===== src/rtl/opc_multi_profile_if.sv =====
`default_nettype none
// ============================================================================
// Module      : opc_multi_profile_if
// Description : SPI configuration bus, profile select and phase-output
//               bundle of the multi-profile DDS phase generator.
// Revision    : 1.0 - initial release
// ============================================================================
interface opc_multi_profile_if #(
  parameter int N = 14,
  parameter int P = 4
);
  logic                 sclk;
  logic                 mosi;
  logic                 ss;
  logic                 miso;
  logic [$clog2(P)-1:0] profile_sel;
  logic [N-1:0]         phase;
  logic                 wrap;
  logic                 busy;
  logic                 cmd_err;

  // Host / SPI master side
  modport master (
    output sclk, mosi, ss, profile_sel,
    input  miso, phase, wrap, busy, cmd_err
  );

  // Configurator side
  modport slave (
    input  sclk, mosi, ss, profile_sel,
    output miso, phase, wrap, busy, cmd_err
  );
endinterface
`default_nettype wire


===== src/rtl/opc_multi_profile.sv =====
`default_nettype none
// ============================================================================
// Module      : opc_multi_profile
// Description : Multi-profile DDS operation configurator. An oversampled
//               SPI slave loads P FTW/POW profiles; a phase accumulator
//               driven by the selected profile produces the phase word.
// Revision    : 1.0 - initial release
// ============================================================================
module opc_multi_profile #(
  parameter int M = 48,
  parameter int N = 14,
  parameter int B = 8,
  parameter int P = 4
) (
  input  wire logic          clk,
  input  wire logic          reset,
  opc_multi_profile_if.slave bus
);

  localparam int IW = $clog2(P);
  localparam int CW = $clog2(M);

  localparam logic [2:0] c_ST_IDLE    = 3'd0;
  localparam logic [2:0] c_ST_INSTR   = 3'd1;
  localparam logic [2:0] c_ST_WDATA   = 3'd2;
  localparam logic [2:0] c_ST_SYNC    = 3'd3;
  localparam logic [2:0] c_ST_RSYNC   = 3'd4;
  localparam logic [2:0] c_ST_RDATA   = 3'd5;
  localparam logic [2:0] c_ST_DISCARD = 3'd6;

  localparam logic [1:0] c_TGT_FTW = 2'b00;
  localparam logic [1:0] c_TGT_POW = 2'b01;
  localparam logic [1:0] c_TGT_CLR = 2'b10;
  localparam logic [1:0] c_TGT_RSV = 2'b11;

  localparam logic [5:0]    c_NPROF  = 6'(P);
  localparam logic [CW-1:0] c_LAST_B = CW'(B - 1);
  localparam logic [CW-1:0] c_LAST_M = CW'(M - 1);

  // ---------------------------------------------------------------------------
  // Synchronisers: [0] metastable stage, [1] synchronised, [2] previous value
  // ---------------------------------------------------------------------------
  logic [2:0]    sclk_q;
  logic [2:0]    ss_q;
  logic [1:0]    mosi_q;
  logic [IW-1:0] sel_meta_q;
  logic [IW-1:0] sel_q;

  // Bring the asynchronous SPI pins and profile select into the clk domain
  always_ff @(posedge clk or posedge reset) begin
    if (reset) begin
      sclk_q     <= '0;
      ss_q       <= '0;
      mosi_q     <= '0;
      sel_meta_q <= '0;
      sel_q      <= '0;
    end else begin
      sclk_q     <= {sclk_q[1:0], bus.sclk};
      ss_q       <= {ss_q[1:0], bus.ss};
      mosi_q     <= {mosi_q[0], bus.mosi};
      sel_meta_q <= bus.profile_sel;
      sel_q      <= sel_meta_q;
    end
  end

  logic w_sclk_rise, w_sclk_fall, w_ss_rise, w_ss_fall;
  assign w_sclk_rise =  sclk_q[1] & ~sclk_q[2];
  assign w_sclk_fall = ~sclk_q[1] &  sclk_q[2];
  assign w_ss_rise   =  ss_q[1]   & ~ss_q[2];
  assign w_ss_fall   = ~ss_q[1]   &  ss_q[2];

  // ---------------------------------------------------------------------------
  // Command FSM
  // ---------------------------------------------------------------------------
  logic [2:0]    state_q, state_d;
  logic [CW-1:0] cnt_q, cnt_d;
  logic [M-1:0]  sr_q, sr_d;
  logic [1:0]    tgt_q, tgt_d;
  logic [IW-1:0] idx_q, idx_d;
  logic          cmd_err_q, cmd_err_d;
  logic          w_commit;
  logic          w_load_rd;

  // The same shift register collects the instruction byte and the data word;
  // the instruction is decoded from the freshly shifted low byte.
  logic [M-1:0] w_sr_shift;
  logic [7:0]   w_instr;
  logic         w_instr_bad;
  assign w_sr_shift  = {sr_q[M-2:0], mosi_q[1]};
  assign w_instr     = w_sr_shift[7:0];
  assign w_instr_bad = (w_instr[6:5] == c_TGT_RSV) ||
                       (w_instr[7] && (w_instr[6:5] == c_TGT_CLR)) ||
                       ({1'b0, w_instr[4:0]} >= c_NPROF);

  // Next-state logic: slave select rise aborts, otherwise advance on sclk rise
  always_comb begin
    state_d   = state_q;
    cnt_d     = cnt_q;
    sr_d      = sr_q;
    tgt_d     = tgt_q;
    idx_d     = idx_q;
    cmd_err_d = 1'b0;
    w_commit  = 1'b0;
    w_load_rd = 1'b0;
    if (w_ss_rise) begin
      cnt_d = '0;
      case (state_q)
        c_ST_IDLE:    state_d = c_ST_IDLE;
        c_ST_DISCARD: state_d = c_ST_IDLE;
        c_ST_INSTR: begin
          cmd_err_d = (cnt_q != '0);
          state_d   = c_ST_IDLE;
        end
        default: begin
          cmd_err_d = 1'b1;
          state_d   = c_ST_IDLE;
        end
      endcase
    end else begin
      case (state_q)
        c_ST_IDLE: begin
          if (w_ss_fall) begin
            state_d = c_ST_INSTR;
            cnt_d   = '0;
          end
        end
        c_ST_INSTR: begin
          if (w_sclk_rise) begin
            sr_d  = w_sr_shift;
            cnt_d = cnt_q + CW'(1);
            if (cnt_q == c_LAST_B) begin
              cnt_d = '0;
              tgt_d = w_instr[6:5];
              idx_d = w_instr[IW-1:0];
              if (w_instr_bad) begin
                cmd_err_d = 1'b1;
                state_d   = c_ST_DISCARD;
              end else if (w_instr[7]) begin
                state_d = c_ST_RSYNC;
              end else if (w_instr[6:5] == c_TGT_CLR) begin
                state_d = c_ST_SYNC;
              end else begin
                state_d = c_ST_WDATA;
              end
            end
          end
        end
        c_ST_WDATA: begin
          if (w_sclk_rise) begin
            sr_d  = w_sr_shift;
            cnt_d = cnt_q + CW'(1);
            if (cnt_q == c_LAST_M) begin
              cnt_d   = '0;
              state_d = c_ST_SYNC;
            end
          end
        end
        c_ST_SYNC: begin
          if (w_sclk_rise) begin
            cnt_d = cnt_q + CW'(1);
            if (cnt_q == c_LAST_B) begin
              cnt_d    = '0;
              w_commit = 1'b1;
              state_d  = c_ST_INSTR;
            end
          end
        end
        c_ST_RSYNC: begin
          if (w_sclk_rise) begin
            cnt_d = cnt_q + CW'(1);
            if (cnt_q == c_LAST_B) begin
              cnt_d     = '0;
              w_load_rd = 1'b1;
              state_d   = c_ST_RDATA;
            end
          end
        end
        c_ST_RDATA: begin
          if (w_sclk_rise) begin
            cnt_d = cnt_q + CW'(1);
            if (cnt_q == c_LAST_M) begin
              cnt_d   = '0;
              state_d = c_ST_INSTR;
            end
          end
        end
        default: state_d = state_q;
      endcase
    end
  end

  // FSM and command registers
  always_ff @(posedge clk or posedge reset) begin
    if (reset) begin
      state_q   <= c_ST_IDLE;
      cnt_q     <= '0;
      sr_q      <= '0;
      tgt_q     <= '0;
      idx_q     <= '0;
      cmd_err_q <= 1'b0;
    end else begin
      state_q   <= state_d;
      cnt_q     <= cnt_d;
      sr_q      <= sr_d;
      tgt_q     <= tgt_d;
      idx_q     <= idx_d;
      cmd_err_q <= cmd_err_d;
    end
  end

  // ---------------------------------------------------------------------------
  // Profile register file
  // ---------------------------------------------------------------------------
  logic [M-1:0] ftw_q [P];
  logic [M-1:0] pow_q [P];

  // Atomic single-clk commit of the shadow word into the addressed profile
  always_ff @(posedge clk or posedge reset) begin
    if (reset) begin
      for (int i = 0; i < P; i++) begin
        ftw_q[i] <= '0;
        pow_q[i] <= '0;
      end
    end else if (w_commit && (tgt_q == c_TGT_FTW)) begin
      ftw_q[idx_q] <= sr_q;
    end else if (w_commit && (tgt_q == c_TGT_POW)) begin
      pow_q[idx_q] <= sr_q;
    end
  end

  // ---------------------------------------------------------------------------
  // Phase accumulator
  // ---------------------------------------------------------------------------
  logic [M:0]     w_sum;
  logic [N-1:0]   w_phase_top;
  logic [M-N-1:0] w_unused_phase_low;
  logic [M-1:0]   acc_q;
  logic [N-1:0]   phase_q;
  logic           wrap_q;

  assign w_sum = {1'b0, acc_q} + {1'b0, ftw_q[sel_q]};
  assign {w_phase_top, w_unused_phase_low} = acc_q + pow_q[sel_q];

  // Accumulate every clk; ACC_CLEAR overrides that clk's addition
  always_ff @(posedge clk or posedge reset) begin
    if (reset) begin
      acc_q   <= '0;
      wrap_q  <= 1'b0;
      phase_q <= '0;
    end else begin
      phase_q <= w_phase_top;
      if (w_commit && (tgt_q == c_TGT_CLR)) begin
        acc_q  <= '0;
        wrap_q <= 1'b0;
      end else begin
        acc_q  <= w_sum[M-1:0];
        wrap_q <= w_sum[M];
      end
    end
  end

  // ---------------------------------------------------------------------------
  // Read-back path
  // ---------------------------------------------------------------------------
  logic [M-1:0] rd_sr_q;
  logic         miso_q;

  // Load on leaving RSYNC, shift out on each sclk fall; miso is 0 elsewhere
  always_ff @(posedge clk or posedge reset) begin
    if (reset) begin
      rd_sr_q <= '0;
      miso_q  <= 1'b0;
    end else begin
      if (state_q != c_ST_RDATA) begin
        miso_q <= 1'b0;
      end else if (w_sclk_fall) begin
        miso_q <= rd_sr_q[M-1];
      end
      if (w_load_rd) begin
        rd_sr_q <= (tgt_q == c_TGT_FTW) ? ftw_q[idx_q] : pow_q[idx_q];
      end else if ((state_q == c_ST_RDATA) && w_sclk_fall) begin
        rd_sr_q <= {rd_sr_q[M-2:0], 1'b0};
      end
    end
  end

  assign bus.miso    = miso_q;
  assign bus.phase   = phase_q;
  assign bus.wrap    = wrap_q;
  assign bus.busy    = (state_q != c_ST_IDLE);
  assign bus.cmd_err = cmd_err_q;

endmodule
`default_nettype wire


===== src/flat_wrapper.sv =====
// flat-port wrapper written by rule: the top's interface ports become plain ports
module opc_multi_profile_flat 
#(
  parameter int M = 48,
  parameter int N = 14,
  parameter int B = 8,
  parameter int P = 4
)
  (clk, reset, bus_sclk, bus_mosi, bus_ss, bus_profile_sel, bus_miso, bus_phase, bus_wrap, bus_busy, bus_cmd_err);
  opc_multi_profile_if #(.N(N), .P(P)) bus_i ();
  input  wire logic clk;
  input  wire logic reset;
  input wire logic [$bits(bus_i.sclk)-1:0] bus_sclk;
  input wire logic [$bits(bus_i.mosi)-1:0] bus_mosi;
  input wire logic [$bits(bus_i.ss)-1:0] bus_ss;
  input wire logic [$bits(bus_i.profile_sel)-1:0] bus_profile_sel;
  output wire logic [$bits(bus_i.miso)-1:0] bus_miso;
  output wire logic [$bits(bus_i.phase)-1:0] bus_phase;
  output wire logic [$bits(bus_i.wrap)-1:0] bus_wrap;
  output wire logic [$bits(bus_i.busy)-1:0] bus_busy;
  output wire logic [$bits(bus_i.cmd_err)-1:0] bus_cmd_err;
  assign bus_i.sclk = bus_sclk;
  assign bus_i.mosi = bus_mosi;
  assign bus_i.ss = bus_ss;
  assign bus_i.profile_sel = bus_profile_sel;
  assign bus_miso = bus_i.miso;
  assign bus_phase = bus_i.phase;
  assign bus_wrap = bus_i.wrap;
  assign bus_busy = bus_i.busy;
  assign bus_cmd_err = bus_i.cmd_err;
  opc_multi_profile #(.M(M), .N(N), .B(B), .P(P)) u_core (.clk(clk), .reset(reset), .bus(bus_i));
endmodule

===== config.mk =====
export PLATFORM = sky130hd
export DESIGN_NAME = opc_multi_profile_flat
export DESIGN_NICKNAME = d
export VERILOG_FILES = /design/src/rtl/opc_multi_profile_if.sv /design/src/rtl/opc_multi_profile.sv /design/src/flat_wrapper.sv
export SDC_FILE = /design/constraint.sdc
export NUM_CORES = 1
export LEC_CHECK = 0
export CAP_MARGIN = 30
export CORE_ASPECT_RATIO = 1.1
export CORE_MARGIN = 2
export CORE_UTILIZATION = 30
export DETAILED_ROUTE_END_ITERATION = 8
export GPL_TIMING_DRIVEN = 0
export HOLD_SLACK_MARGIN = 0.06
export SLEW_MARGIN = 10
export SYNTH_ARGS = -nofsm -noshare
export SYNTH_HDL_FRONTEND = slang
export SYNTH_SLANG_ARGS = --single-unit

===== constraint.sdc =====
create_clock -name clk -period 41.4 [get_ports clk]
set_clock_uncertainty 0.1 [all_clocks]
set_input_delay 4.14 -clock clk [delete_from_list [all_inputs] [get_ports clk]]
set_output_delay 4.14 -clock clk [all_outputs]
set_load 0.05 [all_outputs]

==> results.ini, run 1 <==
[global_route]
antenna_found_initial = 3
grtUsageTotal = 0.158
grt_pass1_wl_um = 129000
grt_pass1_vias = 21200
grt_max_degree = 116
grt.overflow.total = 0

[timing]
fin_crit_ns = 6.75
slew_headroom = 0.326
worst_slew_pin_slew_ns = 1.01
fin_crit_sh = 0.163
finalSetupTns_ns = 0
final-hold-violation-count = 0
setup_viol = 0
whs_ns = 0.250
drv_slew = 0
rsz0062_at_grt = false
max_freq_mhz = 148

[final_layout]
final_net_count = 2621
n_antenna_cell = 0
layout_commonest_cell = dfrtp_1
syn_to_final_growth_pct = 14.0
regArea_mm2 = 0.0143
nFillCells = 10100
final_cell_mix = dfrtp_1 (570), mux2_2 (436), mux4_2 (192)
multiInputGateArea_mm2 = 0.0157
design_area_mm2 = 0.0352
drive_gt1_frac = 0.317

[routing]
wl_um = 82400
drcViolationCount = 0
vias_per_cell = 5.21
vias = 20500
postRouteAntennaNets = 0
route.detailed.wl_per_inst_um = 20.9
firstDrtPassIters = 7
drtIter0Drc = 1457

[placement]
placed_cell_area_mm2 = 0.0331
gp_congestion = 0.914
io_buffers = 24
dp_hpwl_um = 57900

[clock_tree]
cts_root_buf = clkbuf_16
clock-sinks = 570
h-tree-depth = 2
tritoncts = done
post_cts_resized = 0
hold_buffers = 0
cts_buffers = 61
clk_latency_ns = 0.65
cts_buffer_depth = 3
path_clk_slew_ns = 0.06
cts_setup_buffers = 0

[floorplan]
die_w_um = 310
core_region_area_mm2 = 0.102
rows = 123
initial_core_util = 0.302
die-area_mm2 = 0.105
io_pins = 25
fp.dieH_um = 340

[synthesis]
synthesis.nets = 2514
synth_edf_count = 0
async_flop_share = 1.00
synth.avg_cell_area_um2 = 12.8
synth_ff_type = dfrtp_1
syn_area_mm2 = 0.0309
ys_ff_latch = 570
synth_cell_types = 70
yosys_warnings = 0
netlist_instances = 2410
ys_seq_area_frac = 0.462

[setup_path]
path_class = register to primary output
critPathLaunchType = register
crit_fanout = 8
cp.required_ns = 37.16
slowest_delay_ns = 0.72
critPathBufInv = 3
reg2reg_to = u_core.bus.wrap
rr_startpoint = u_core.sel_q[1]
regToRegSetupSlack_ns = 35.93
critical_path.endpoint_type = primary output
r2r_cells = 14
cp_top_family = buffers and inverters
worst_path_max_delay_cell = clkdlybuf4s50_1
crit_path_cell_trace = clkbuf_1 > nor3_1 > inv_1 > clkdlybuf4s50_1
critical_path_arrival_ns = 2.51

[job]
drv_cap = 0

[power]
p_leak_nw = 16.3
finalPower_mw = 1.20
power_density_mw_per_mm2 = 34.2
ir_drop_mv = 0.0317

[worst_hold_path]
min_path_type = register to register
hold_start = u_core.sel_meta_q[1]
min_to = u_core.sel_q[1]
min_path_cells = 0

[status]
status = completed

## through the flow
stage / cells / util / setup slack (ns)
after floorplan: 2410 / - / 21.22
after global placement: 3809 / 0.321 / 13.66
after detailed placement: 3826 / 0.324 / 34.72
after CTS: 3933 / 0.344 / 34.62
after global routing: 3936 / 0.344 / 34.51
final: 3936 / 0.344 / 34.65
## sequential cells by signal, summed over array words and instances (netlist names)
register	flops
u_core.cnt_q	6
u_core.sclk_q	3
u_core.state_q	3
u_core.bus.miso	1
u_core.idx_q	2
u_core.rd_sr_q	48
u_core.bus.phase	14
u_core.bus.wrap	1
u_core.ftw_q	192
u_core.sr_q	48
u_core.mosi_q	2
u_core.bus.cmd_err	1
u_core.ss_q	3
u_core.acc_q	48
u_core.sel_q	2
u_core.sel_meta_q	2
u_core.pow_q	192
u_core.tgt_q	2
## report_power, final
part	total, mW	internal [mW]	switching (mW)
combinational	0.0804	0.0245	0.0559
sequential	0.567	0.563	0.00437
clock	0.555	0.322	0.232
total	1.20	0.910	0.293
## how the worst max path moves through the flow
stage	endpoint	cells after the start	slack, ns	start
3_5_place_dp	u_core.pow_q[73]	5	34.72	reset
6_report	bus_busy	4	34.65	u_core.state_q[1]
4_1_cts	bus_busy	4	34.62	u_core.state_q[1]
5_1_grt	bus_busy	4	34.51	u_core.state_q[1]
2_1_floorplan	u_core.acc_q[0]	1	21.22	reset
3_3_place_gp	u_core.ftw_q[169]	2	13.66	reset
## synthesized netlist by cell type (all sizes together) (21+ instances only)
master  count  area share
dfrtp     570        0.46
clkbuf     87       0.011
nor3       23      0.0042
a21o       48       0.012
mux2      436        0.16
nor2b      57       0.012
a211oi     58       0.014
inv        25      0.0030
nand3      22      0.0036
xor2       24      0.0068
o21ai      62       0.010
a21oi      99       0.016
buf       103       0.015
nor2       89       0.011
xnor2      28      0.0079
ha         96       0.039
a31oi      56       0.011
nand4      21      0.0045
nand2     176       0.021
mux4      192        0.14
## kinds of logic (layout without fill, tap and decap cells)
family | after synthesis | count (layout) | share of synthesized area
compound gates | 392 | 392 | 0.0834
simple gates | 451 | 451 | 0.0709
fa+ha+maj | 97 | 97 | 0.0396
xor+xnor | 52 | 52 | 0.0148
flops | 570 | 570 | 0.462
buf+inv | 215 | 366 | 0.0285
mux | 633 | 633 | 0.301
## cell type report
class | count | area share
timing repair buffer | 44 | 0.0161
clock inverter | 22 | 0.00707
clock buffer | 85 | 0.0505
sequential | 570 | 0.405
tap | 1375 | 0.0489
buffer | 190 | 0.0223
inverter | 25 | 0.00288
multi-input combinational | 1625 | 0.447
## per-layer routing
| layer | global-route usage | routed length (um) |
|---|---|---|
| met2 | 0.266 | 40200 |
| met4 | 0.0519 | 2760 |
| met3 | 0.0248 | 3240 |
| met5 | 0 | 21 |
| met1 | 0.207 | 36200 |
(Power assumes the default switching activity.)
==> run 2: changes to the inputs <==
==> constraint.sdc (replaced) <==
create_clock -name clk -period 6 [get_ports clk]
set_clock_uncertainty 0.1 [all_clocks]
set_input_delay 0.6 -clock clk [delete_from_list [all_inputs] [get_ports clk]]
set_output_delay 0.6 -clock clk [all_outputs]
set_load 0.05 [all_outputs]
==> results.ini, run 2 (same netlist as run 1, synthesis figures left out) <==
[timing]
setup_viol = 0  ; unchanged
setup_ws_ns = 0.570  ; -34.08 ns
fin_crit_ns = 5.43
fin_crit_sh = 0.905
worst_slew_pin_slew_ns = 0.993  ; -0.0173 ns
slew_headroom = 0.338  ; +0.0116
final-hold-violation-count = 0  ; unchanged
drv_slew = 0  ; unchanged
max_freq_mhz = 184
rsz0062_at_grt = false

[power]
p_leak_nw = 16.3  ; +0.48%
ir_drop_mv = 0.236  ; +640%
power_density_mw_per_mm2 = 234  ; +580%

[clock_tree]
h-tree-depth = 2  ; unchanged
cts_buffer_depth = 3  ; unchanged
cts_setup_buffers = 0  ; unchanged
clock-sinks = 570  ; unchanged
hold_buffers = 0  ; unchanged
clk_latency_ns = 0.64  ; about the same
cts_buffers = 61  ; unchanged
tritoncts = done
cts_root_buf = clkbuf_16
path_clk_slew_ns = 0.06  ; about the same
post_cts_resized = 0  ; unchanged

[routing]
wl_um = 82700  ; +0.35%
drtIter0Drc = 1532  ; +5.1%
route.detailed.wl_per_inst_um = 21.0  ; +0.15%
postRouteAntennaNets = 0  ; unchanged
vias = 20600  ; +0.40%
vias_per_cell = 5.22  ; +0.20%
firstDrtPassIters = 5  ; -2
drcViolationCount = 0  ; unchanged

[final_layout]
final_cell_mix = dfrtp_1 (570), mux2_2 (436), mux4_2 (192)
layout_commonest_cell = dfrtp_1
final_net_count = 2635  ; +0.53%
top_regs = u_core.ftw_q: 192 flops, u_core.pow_q: 192 flops
design_area_mm2 = 0.0354  ; +0.57%
multiInputGateArea_mm2 = 0.0157  ; unchanged
drive_gt1_frac = 0.317  ; +0.000694
syn_to_final_growth_pct = 14.7
nFillCells = 10100  ; -0.020%
regArea_mm2 = 0.0143  ; unchanged

[floorplan]
initial_core_util = 0.302  ; unchanged
io_pins = 25  ; unchanged
core_region_area_mm2 = 0.102  ; unchanged
die_w_um = 310  ; unchanged
rows = 123  ; unchanged
die-area_mm2 = 0.105  ; unchanged
fp.dieH_um = 340  ; unchanged

[worst_hold_path]
min_path_type = register to register

[setup_path]
cp.required_ns = 6.41  ; -30.75 ns
path_class = register to register
crit_fanout = 10  ; +2
critical_path_arrival_ns = 5.84  ; +3.33 ns
critical_path.endpoint_type = register
critPathLaunchType = register

[placement]
placed_cell_area_mm2 = 0.0334  ; +0.72%
gp_congestion = 0.916  ; +0.16%
io_buffers = 24  ; unchanged
place_ws_ns = 0.569  ; -34.15 ns
dp_hpwl_um = 59400  ; +2.5%

[global_route]
grtUsageTotal = 0.159  ; +0.00143
grt_pass1_wl_um = 130000  ; +0.80%
grt_pass1_vias = 21200  ; -0.24%
grt_max_degree = 38  ; -67%
antenna_found_initial = 2  ; -1
grt.overflow.total = 0  ; unchanged

[status]
status = completed

[job]
drv_cap = 0  ; unchanged

-- run 2: metrics by stage --
step                      utilization  cells  setup TNS (ns)  hold slack, ns  total power, mW
after floorplan                     -   2410        -1404.25           0.231             4.36
after global placement          0.321   3809        -3647.07           0.234             4.52
after detailed placement        0.327   3839               0           0.235             4.57
after CTS                       0.346   3939               0           0.254             8.38
after global routing            0.346   3943               0           0.255             8.60
final                           0.346   3944               0           0.250             8.28
-- run 2: worst paths after layout --
kind	startpoint	cells after the start	slack, ns	end
worst max-delay path	u_core.sel_q[1]	14	0.57	u_core.bus.wrap
worst min-delay path	u_core.ss_q[0]	0	0.25	u_core.ss_q[1]
worst max register to register	u_core.sel_q[1]	14	0.57	u_core.bus.wrap
worst min register to register	u_core.ss_q[0]	0	0.25	u_core.ss_q[1]
max in group asynchronous	reset	7	3.87	u_core.sr_q[37]
min in group asynchronous	reset	2	0.33	u_core.ftw_q[150]
-- run 2: worst max-delay path, stage by stage (launching register included) --
cell and delay [ns]:
dfrtp_1 0.31, clkbuf_1 0.65, clkbuf_1 0.37, buf_8 0.21, clkbuf_1 0.62, mux4_2 0.45, ha_1 0.29, clkbuf_1 0.31
nand3_1 0.20, nor2_1 0.26, a21oi_1 0.17, a211oi_1 0.38, a2111oi_4 0.13, or4b_1 0.52, a21oi_1 0.30
-- run 2: metal layers --
layer | track usage | up-vias | wire (um)
li1 | - | 9293 | -
met1 | 0.211 | 10700 | 35400
met2 | 0.267 | 477 | 40700
met3 | 0.0194 | 148 | 3790
met4 | 0.0574 | 4 | 2850
met5 | 0 | - | 21
-- run 2: area by class of cell --
| type | count | share of cell area |
|---|---|---|
| buffer | 190 | 0.0222 |
| clock buffer | 84 | 0.0496 |
| tap | 1375 | 0.0486 |
| antenna | 1 | 0.0000707 |
| timing repair buffer | 58 | 0.0231 |
| inverter | 25 | 0.00276 |
| multi-input combinational | 1625 | 0.445 |
| sequential | 570 | 0.403 |
| clock inverter | 16 | 0.00615 |
-- run 2: power breakdown --
part	total, mW	switching (mW)	internal [mW]
clock network	3.79	1.56	2.23
logic	0.575	0.390	0.185
registers	3.91	0.0296	3.88
==> variant, RTL diff (settings of run 2) <==
Reset style: synchronous (`reset`), changed in 5 clocked blocks. Comments in the files are not updated.
--- a/src/rtl/opc_multi_profile.sv
+++ b/src/rtl/opc_multi_profile.sv
@@ -49,3 +49,3 @@
   // Bring the asynchronous SPI pins and profile select into the clk domain
-  always_ff @(posedge clk or posedge reset) begin
+  always_ff @(posedge clk) begin
     if (reset) begin
@@ -192,3 +192,3 @@
   // FSM and command registers
-  always_ff @(posedge clk or posedge reset) begin
+  always_ff @(posedge clk) begin
     if (reset) begin
@@ -217,3 +217,3 @@
   // Atomic single-clk commit of the shadow word into the addressed profile
-  always_ff @(posedge clk or posedge reset) begin
+  always_ff @(posedge clk) begin
     if (reset) begin
@@ -244,3 +244,3 @@
   // Accumulate every clk; ACC_CLEAR overrides that clk's addition
-  always_ff @(posedge clk or posedge reset) begin
+  always_ff @(posedge clk) begin
     if (reset) begin
@@ -268,3 +268,3 @@
   // Load on leaving RSYNC, shift out on each sclk fall; miso is 0 elsewhere
-  always_ff @(posedge clk or posedge reset) begin
+  always_ff @(posedge clk) begin
     if (reset) begin
Formal check against the unedited RTL: no difference found for any inputs over 4 cycles, from zero or initial values and one cycle with reset high; that may be too few to reach the edited logic, so the function may still have changed.
==> variant against run 2 <==
  * Setup slack worse by 250 ps
  * Count of clock-buffer cells in the layout fell by 3
  * Area after synthesis is 1.3% lower
  * First-iteration DRC count rose by 8.0%
  * Sequential cell count rose by 2
  * Wire length grew 8.1%
  * Cell area fell by 2.0%
Power is not compared: it rests on default switching activity, and its combinational part moved more than twofold at a synthesized area within 25%.
==> variant: results (changes against run 2) <==
TNS Setup -> 0 ps (unchanged)
Vias in the first global route -> 21300 (+0.85%)
GRT met1 Usage -> 21.5% (+0.36 points)
Routed wire length -> 89.4 mm (+8.1%)
Final HPWL DP -> 65.4 mm (+10%)
Post-synth cell types -> 82 (+17%)
Area after DPL -> 32700 sq um (-2.0%)
Longest Clk Path Bufs -> 3 (unchanged)
Result of the run -> finished clean
Asr flop ratio synth -> 0% (-100 points)
Nets -> 2718 (+3.1%)
Clock-net power -> 3.64 mW
Cell count after placement -> 3849 (+0.26%)
Top cells by count, synth -> 384 x edfxtp_1, 295 x and2_1, 192 x mux4_2
First drt pass iteration count -> 5 (unchanged)
GR Util met3 -> 2.48% (+0.54 points)
Initial DRC count -> 1655 (+8.0%)
CP max FO -> 10 (unchanged)
Num CTS Buffers -> 58 (-4.9%)
Ranking of synthesized cells by area -> edfxtp_1 38%, mux4_2 14%, dfxtp_1 12%, and2_1 6.1%, ha_1 3.9%
Max incr delay on CP -> 610 ps (-40 ps)
Antenna violations before repair -> 1 (-1)
Critical path's slowest cell -> a211oi_1
Share of cells above drive strength 1 -> 14.0% (-18 points)
Post-synth EDFFs -> 384 (+384)
Mean Syn Cell Area -> 12.2 sq um (-4.9%)
Highest metal used -> met4
Post-synthesis sequential area ratio -> 50.2% (+4.0 points)
Synth Warn # -> 0 (unchanged)
Largest net degree at the start of global routing -> 49 (+29%)
CP endpoint -> u_core.bus.phase[7]
Hold crit path type -> reg2reg
Worst slew pin tran -> 970 ps (-23.0 ps)
Comb. pwr -> 2.98 mW
Drt wl/cell -> 22.5 microns (+7.4%)
Met2 WL post-DR -> 45.2 mm (+11%)
Routing usage on met2 -> 30.0% (+3.3 points)
Routability Congestion -> 0.908 (-0.90%)
GR Util All Layers -> 17.0% (+1.1 points)
Total power -> 11.3 mW
Top Registers -> u_core.ftw_q (192), u_core.pow_q (192)
Hold depth -> 1 (+1)
Top_reg_cell synth -> edfxtp_1
WHS -> 335 ps (+85.6 ps)
Worst slack, placed -> 288 ps (-281 ps)
Final min period -> 5680 ps (+246 ps)
WHS Endpoint -> u_core.mosi_q[1]
Metal3 WL -> 5.33 mm (+41%)
H-tree levels -> 2 (unchanged)
Worst Path Arrival -> 6080 ps (+240 ps)
Hold Path Origin -> u_core.mosi_q[0]
Crit path max-delay family -> buffers and inverters
Filler Cell Count -> 9832 (-2.6%)
Clock Root Buffer -> clkbuf_16
Worst reg2reg path depth -> 15 (+1)
Met1 wire length -> 36.6 mm (+3.5%)
Via density -> 5.29 (+1.4%)
First-pass GRT wire length -> 134 mm (+3.3%)
Skew-Pair Late Insertion Delay -> 640 ps (about the same)
Syn_nets -> 2605 (+3.6%)
-- variant: cell types whose count changed after synthesis, moves of 46 or more --
cell / run 2 / this run
dfrtp_1: 570 / 0
dfxtp_1: 0 / 188
and3_1: 11 / 108
and2_1: 9 / 295
mux2_2: 436 / 0
clkbuf_1: 87 / 150
a31oi_1: 56 / 10
edfxtp_1: 0 / 384
a211oi_1: 57 / 107
-- variant: cell families after synthesis --
group                    Yosys count  share of synthesized area, %
AND/OR/NAND/NOR                  877                          15.9
flip-flops                       572                          50.2
AO/OA/AOI/OAI                    445                          9.76
multiplexers                     245                          16.0
buffers and inverters            215                          2.75
adder cells (fa/ha/maj)           97                          4.01
XOR/XNOR                          50                          1.44
-- variant: cell type report --
class	instances	share of cell area (%)
multi-input cells	1714	41.5
flip-flops and latches	572	44.1
repair buffers	53	1.87
plain buffers	188	2.13
clock inverters	29	0.675
inverters	27	0.292
well taps	1302	4.70
clock buffers	81	4.73
diodes	3	0.0216
